File: src/rtl/matrix_dsp_sequencer.sv
// Fetch/issue/wait controller that drives UNIT_COUNT Matrix DSP units in lock-step from a shared PC.
// Optional per-instruction watchdog: define MATRIX_DSP_SEQ_WATCHDOG_EN.
module matrix_dsp_sequencer #(
  parameter int unsigned UNIT_COUNT     = 4,
  parameter int unsigned PC_WIDTH       = 8,
  parameter int unsigned TIMEOUT_CYCLES = 1023
) (
  input  logic                     clk,
  input  logic                     reset,
  input  logic                     start,
  input  logic [PC_WIDTH-1:0]      entryPoint,
  input  logic [127:0]             vectorIn,
  input  logic                     vectorLoad,
  output logic                     busy,
  output logic                     done,
  output logic                     error,
  output logic [PC_WIDTH-1:0]      programCounter,
  output logic                     instructionGrab,
  output logic                     submit,
  input  logic [UNIT_COUNT-1:0]    unitReady,
  input  logic [UNIT_COUNT-1:0]    unitProgramReady,
  output logic [127:0]             vector,
  input  logic [32*UNIT_COUNT-1:0] unitResult,
  output logic [32*UNIT_COUNT-1:0] resultOut
);
  localparam int unsigned VEC_W = 128;
  localparam int unsigned RES_W = 32 * UNIT_COUNT;

  typedef enum logic [2:0] {
    S_IDLE, S_FETCH, S_DECODE, S_ISSUE, S_HOLDOFF, S_WAIT, S_FINISH
  } state_e;

  state_e              state_q, state_d;
  logic                busy_q, busy_d;
  logic                done_q, done_d;
  logic                error_q, error_d;
  logic                grab_q, grab_d;
  logic                submit_q, submit_d;
  logic                hold_q, hold_d;
  logic [PC_WIDTH-1:0] pc_q, pc_d;
  logic [VEC_W-1:0]    vector_q, vector_d;
  logic [RES_W-1:0]    result_q, result_d;

  logic all_ready_c, all_end_c, any_end_c, pc_max_c, timeout_c, err_set_c;

  assign all_ready_c = &unitReady;
  assign all_end_c   = &unitProgramReady;
  assign any_end_c   = |unitProgramReady;
  assign pc_max_c    = (pc_q == {PC_WIDTH{1'b1}});

`ifdef MATRIX_DSP_SEQ_WATCHDOG_EN
  localparam int unsigned WD_W = $clog2(TIMEOUT_CYCLES + 1);
  logic [WD_W-1:0] wd_q, wd_d;

  // Counts only while stalled on units; every other state restarts it from zero.
  always_comb begin
    wd_d = '0;
    if (state_q == S_DECODE || state_q == S_WAIT) wd_d = wd_q + WD_W'(1);
  end

  assign timeout_c = (wd_q == WD_W'(TIMEOUT_CYCLES - 1));

  always_ff @(posedge clk or posedge reset) begin
    if (reset) wd_q <= '0;
    else       wd_q <= wd_d;
  end
`else
  logic unused_timeout;
  assign timeout_c      = 1'b0;
  assign unused_timeout = (TIMEOUT_CYCLES == 0);
`endif

  // State register
  always_ff @(posedge clk or posedge reset) begin
    if (reset) state_q <= S_IDLE;
    else       state_q <= state_d;
  end

  // Next-state logic
  always_comb begin
    state_d   = state_q;
    err_set_c = 1'b0;
    unique case (state_q)
      S_IDLE:    if (start) state_d = S_FETCH;
      S_FETCH:   state_d = S_DECODE;
      S_DECODE: begin
        if (all_end_c) begin
          state_d = S_FINISH;
        end else if (any_end_c) begin
          state_d   = S_FINISH;
          err_set_c = 1'b1;
        end else if (all_ready_c) begin
          state_d = S_ISSUE;
        end else if (timeout_c) begin
          state_d   = S_FINISH;
          err_set_c = 1'b1;
        end
      end
      S_ISSUE:   state_d = S_HOLDOFF;
      S_HOLDOFF: if (hold_q) state_d = S_WAIT;
      S_WAIT: begin
        if (all_ready_c) begin
          state_d   = pc_max_c ? S_FINISH : S_FETCH;
          err_set_c = pc_max_c;
        end else if (timeout_c) begin
          state_d   = S_FINISH;
          err_set_c = 1'b1;
        end
      end
      S_FINISH:  state_d = S_IDLE;
      default:   state_d = S_IDLE;
    endcase
  end

  // Output/datapath next values; strobes are decoded from the next state so they register into place.
  always_comb begin
    busy_d   = (state_d != S_IDLE);
    done_d   = (state_d == S_FINISH);
    grab_d   = (state_d == S_FETCH);
    submit_d = (state_d == S_ISSUE);
    hold_d   = (state_q == S_HOLDOFF);
    pc_d     = pc_q;
    error_d  = error_q;
    vector_d = vector_q;
    result_d = result_q;
    if (state_q == S_IDLE) begin
      if (vectorLoad) vector_d = vectorIn;
      if (start) begin
        pc_d    = entryPoint;
        error_d = 1'b0;
      end
    end
    if (err_set_c) error_d = 1'b1;
    if (state_q == S_WAIT && state_d == S_FETCH) pc_d = pc_q + PC_WIDTH'(1);
    if (state_q == S_FINISH) result_d = unitResult;
  end

  always_ff @(posedge clk or posedge reset) begin
    if (reset) begin
      busy_q   <= 1'b0;
      done_q   <= 1'b0;
      error_q  <= 1'b0;
      grab_q   <= 1'b0;
      submit_q <= 1'b0;
      hold_q   <= 1'b0;
      pc_q     <= '0;
      vector_q <= '0;
      result_q <= '0;
    end else begin
      busy_q   <= busy_d;
      done_q   <= done_d;
      error_q  <= error_d;
      grab_q   <= grab_d;
      submit_q <= submit_d;
      hold_q   <= hold_d;
      pc_q     <= pc_d;
      vector_q <= vector_d;
      result_q <= result_d;
    end
  end

  assign busy            = busy_q;
  assign done            = done_q;
  assign error           = error_q;
  assign instructionGrab = grab_q;
  assign submit          = submit_q;
  assign programCounter  = pc_q;
  assign vector          = vector_q;
  assign resultOut       = result_q;

endmodule
File: config.mk
export PLATFORM = sky130hd
export DESIGN_NAME = matrix_dsp_sequencer
export DESIGN_NICKNAME = d
export VERILOG_FILES = /design/src/rtl/matrix_dsp_sequencer.sv
export SDC_FILE = /design/constraint.sdc
export NUM_CORES = 1
export LEC_CHECK = 0
export ABC_CLOCK_PERIOD_IN_PS = 9000
export BUFFER_PORTS_ARGS = -buffer_cell sky130_fd_sc_hd__buf_2
export CORE_MARGIN = 10
export CORE_UTILIZATION = 26
export CTS_CLUSTER_SIZE = 30
export DETAILED_ROUTE_END_ITERATION = 12
export PLACE_DENSITY = 0.51
export RECOVER_POWER = 50
export SLEW_MARGIN = 10
export SYNTH_ARGS = -nofsm -noshare
export SYNTH_HDL_FRONTEND = slang
export SYNTH_SLANG_ARGS = --single-unit
File: constraint.sdc
create_clock -name clk -period 9 [get_ports clk]
set_input_delay 0 -clock clk [delete_from_list [all_inputs] [get_ports clk]]
set_output_delay 0 -clock clk [all_outputs]
set_load 0.05 [all_outputs]
==> results.md <==
| Step | Result | Value |
|:---|:---|:---|
| status | Result of the run | finished with violations |
| status | Violated checks | capacitance limit, slew limit |
| cells and area | Area Overhead vs Synth | 63.5% |
| detailed routing | Highest metal layer with signal wires | met4 |
| critical path | Crit path capture type | asynchronous set/reset pin |
| yosys | Synthesized cell area | 0.0105 sq mm |
| yosys | Post-synth net total | 914 |
| power and ir drop | Peak supply drop | 277 uV |
| power and ir drop | Cell internal power dissipation | 3640 uW |
| cells and area | Net count of the finished layout | 1741 |
| critical path | Setup CP Type | input port to asynchronous set/reset pin |
| power and ir drop | Portion of total power attributed to sequential cells | 29.4% |
| detailed routing | Metal-1 WL | 13.8 mm |
| detailed routing | DRC errors left | 0 |
| timing | F_max | 251 MHz |
| critical path | CP arrival | 4.57 ns |
| die | Die outline area | 0.0487 sq mm |
| detailed routing | Via count of the routed design | 8593 |
| placement | Port buffer count | 544 |
| timing | Worst-case setup margin in the final layout | 5.01 ns |
| die | Placeable core area | 0.0398 sq mm |
| yosys | Async set-or-reset flop fraction in the synthesized netlist | 100% |
| cells and area | Area of the multi-input gates | 0.00338 sq mm |
| clocking | CTS Buf Count | 31 |
| yosys | Part of the Yosys area used for sequential elements | 65.2% |
| clocking | Buffer type at the clock tree root | sky130_fd_sc_hd__clkbuf_16 |
| yosys | Gate count after technology mapping | 637 |
| flow run | Maximum capacitance violations | 1 |
| die | I/O pins | 545 |
| global route | Via count of the first global-routing pass | 9761 |
| critical path | Critical path startpoint category | input port |
| clocking | Cells resized by post-CTS repair | 0 |
| global route | Global route total overflow | 0 |
| detailed routing | Residual antenna-violating net count after detailed routing | 0 |
| die | Die Span Y | 221 microns |
| placement | Final weighted congestion in routability-driven placement | 0.772 |
| cells and area | Share of post-route cells with drive strength above 1 | 39.5% |
| die | Horiz. Die Dim | 221 microns |
| power and ir drop | Switching fraction of total power | 51.7% |
| power and ir drop | Power density relative to cell area | 439 mW/mm^2 |
| detailed routing | Met2 routed wirelength | 20.6 mm |
| clocking | Sinks on Clock Net | 273 |
| timing | Count of pins over their slew limit | 86 |
| timing | Setup-failing EPs final | 0 |
| clocking | Post-CTS Setup Bufs | 0 |
| detailed routing | DRC marker count from the first detailed-route iteration | 397 |
| timing | Setup TNS Final | 0 ns |
| detailed routing | Total Routed Length | 38.7 mm |
| timing | Final Cycle Share | 44.3% |
| clocking | CTS Hold Buffers Added | 278 |
| detailed routing | Detailed-router iteration count before antenna repair | 4 |
| detailed routing | Met3 Routed Length | 3.10 mm |
| yosys | Most used flip-flop cell after synthesis | sky130_fd_sc_hd__dfrtp_1 |
| power and ir drop | Leakage power | 0.00750 uW |
| placement | Detailed placer's ending HPWL | 28.0 mm |
| timing | Worst Skew | 0.00823 ns |
| yosys | Number of unique standard cell types used by synthesis | 41 |
| cells and area | Filler Cell Count | 3814 |
| clocking | Buffers from clock root to sink, at most | 3 |
| yosys | Count of flip-flops with a built-in enable after synthesis | 0 |
| yosys | Mean instance size in the synthesized netlist | 16.5 sq um |
| global route | Total routing resource utilization after global routing | 15.0% |
| global route | Largest net degree at the start of global routing | 86 |
| hold path | Class of the worst hold path | input port to register |
| critical path | Worst-case register-to-register setup slack | 6.04 ns |
| placement | Worst slack at placement | 6.05 ns |
| yosys | Number of storage elements in the synthesis netlist | 273 |
| power and ir drop | Part of the total power dissipated in combinational logic | 53.6% |
| timing | Unrepaired setup endpoints after global routing | no |
| die | Initial cell density of the core | 26.3% |
| clocking | Clock slew at reported path FFs | 0.06 ns |
| global route | Number of antenna violations at the first check in global routing | 2 |
| detailed routing | Mean routed wirelength per cell | 19.2 microns |
| clocking | Skew-Pair Late Insertion Delay | 0.56 ns |
| power and ir drop | Clock group share of total power | 17.0% |
| timing | Final hold viol count | 0 |
| timing | Clock period minus final worst setup slack | 3.99 ns |
| global route | Wire length of the first global-routing pass | 57.3 mm |
| cells and area | Register Area | 0.00683 sq mm |
| clocking | TritonCTS clock tree | yes |
| timing | Transition time at the pin with the least slew margin | 3.76 ns |
| detailed routing | Via density per instance | 4.27 |
| die | Placement Rows | 73 |
| power and ir drop | Total net switching power | 3890 uW |
| power and ir drop | Total power after layout | 7530 uW |
| timing | Max-slew headroom | -152% |
| yosys | Number of synthesis warnings | 0 |
| critical path | Required arrival time at the worst endpoint | 9.58 ns |
| critical path | Highest net fanout along the worst path | 85 |
| clocking | H-tree depth reported by CTS | 1 |
==> cell families after synthesis <==
family / after synthesis / synth area share, %
compound gates: 27 / 2.23
xor+xnor: 1 / 0.0836
fa+ha+maj: 1 / 0.119
buf+inv: 37 / 2.55
flops: 273 / 65.2
mux: 256 / 27.5
simple gates: 42 / 2.33
==> flip-flops by register name, summed over array words and instances (netlist names) <==
signal           count
busy                 1
done                 1
error                1
hold_q               1
instructionGrab      1
programCounter       8
resultOut          128
state_q              3
submit               1
vector             128
==> critical path, cell delays in order <==
cell	delay, ns
sky130_fd_sc_hd__dlygate4sd3_1	0.54
sky130_fd_sc_hd__buf_2	0.13
sky130_fd_sc_hd__clkinvlp_2	2.09
sky130_fd_sc_hd__buf_4	0.93
sky130_fd_sc_hd__buf_4	0.76
==> cell usage in the layout (no fill, tap or decap), drive strengths merged, types with 6 or more instances in the layout <==
master,instances
a211o,6
a32o,6
buf,280
clkbuf,319
dfrtp,273
dlygate4sd3,278
mux2,256
nand2,8
nor3,8
==> routing by layer <==
| metal | GRT usage (%) | vias to the layer above |
|---|---|---|
| met3 | 4.48 | 75 |
| li1 | - | 3941 |
| met2 | 27.4 | 314 |
| met4 | 5.30 | 0 |
| met5 | 0 | - |
| met1 | 16.0 | 4263 |
==> metrics by stage <==
step / hold WS (ns) / util, % / instance area, sq um / cells
after global placement: 0.133 / 34.3 / 13700 / 1678
after detailed placement: 0.136 / 34.3 / 13700 / 1678
after floorplan: 0.146 / - / 10500 / 637
final: 0.0325 / 43.0 / 17100 / 2014
after CTS: 0.0127 / 43.9 / 17500 / 2011
after global routing: 0.0540 / 43.0 / 17100 / 2013
==> Yosys cell counts, types with 2 or more instances <==
cell type	count	area, sq um
sky130_fd_sc_hd__nor4_1	2	12.5
sky130_fd_sc_hd__o22ai_1	2	12.5
sky130_fd_sc_hd__dfrtp_1	273	6830
sky130_fd_sc_hd__inv_1	3	11.3
sky130_fd_sc_hd__and2_1	2	12.5
sky130_fd_sc_hd__nor2_1	4	15.0
sky130_fd_sc_hd__and4_1	2	17.5
sky130_fd_sc_hd__buf_2	16	80.1
sky130_fd_sc_hd__buf_6	13	146
sky130_fd_sc_hd__buf_4	3	22.5
sky130_fd_sc_hd__nand4_1	4	25.0
sky130_fd_sc_hd__a211o_1	6	52.6
sky130_fd_sc_hd__o21bai_1	2	15.0
sky130_fd_sc_hd__nand2b_1	2	12.5
sky130_fd_sc_hd__a32o_1	6	60.1
sky130_fd_sc_hd__nor3_1	7	35.0
sky130_fd_sc_hd__clkbuf_1	2	7.51
sky130_fd_sc_hd__mux2_2	256	2880
sky130_fd_sc_hd__nand2_1	8	30.0
sky130_fd_sc_hd__o21ai_0	3	15.0
==> power by group through the flow <==
stage / clock, uW / sequential [uW] / combinational (uW)
2_1_floorplan: 0 / 4360 / 934
3_3_place_gp: 0 / 2180 / 4130
3_5_place_dp: 0 / 2200 / 4150
4_1_cts: 1320 / 2190 / 4260
5_1_grt: 1380 / 2300 / 4210
6_report: 1280 / 2210 / 4030
==> area by class of cell <==
class                      instances  share of cell area (%)
sequential                       273                    39.9
clock inverter                     6                   0.628
clock buffer                      49                    5.39
tap                              525                    3.83
multi-input combinational        327                    19.8
inverter                           3                  0.0730
antenna                            3                  0.0438
timing repair buffer             828                    30.4
==> path summary, 6_finish.rpt <==
| path | start | cells past startpoint | endpoint |
|---|---|---|---|
| min reg2reg | resultOut[34]$_DFFE_PP0N_ | 1 | resultOut[34]$_DFFE_PP0N_ |
| max | reset | 5 | vector[35]$_DFFE_PP0P_ |
| max in group clk | state_q[2]$_DFF_PP0_ | 4 | vector[125]$_DFFE_PP0P_ |
| min | unitProgramReady[0] | 4 | done$_DFF_PP0_ |
| min in group asynchronous | reset | 3 | resultOut[96]$_DFFE_PP0N_ |
| max reg2reg | state_q[2]$_DFF_PP0_ | 4 | vector[125]$_DFFE_PP0P_ |
Power figures use the tool's default switching activity.
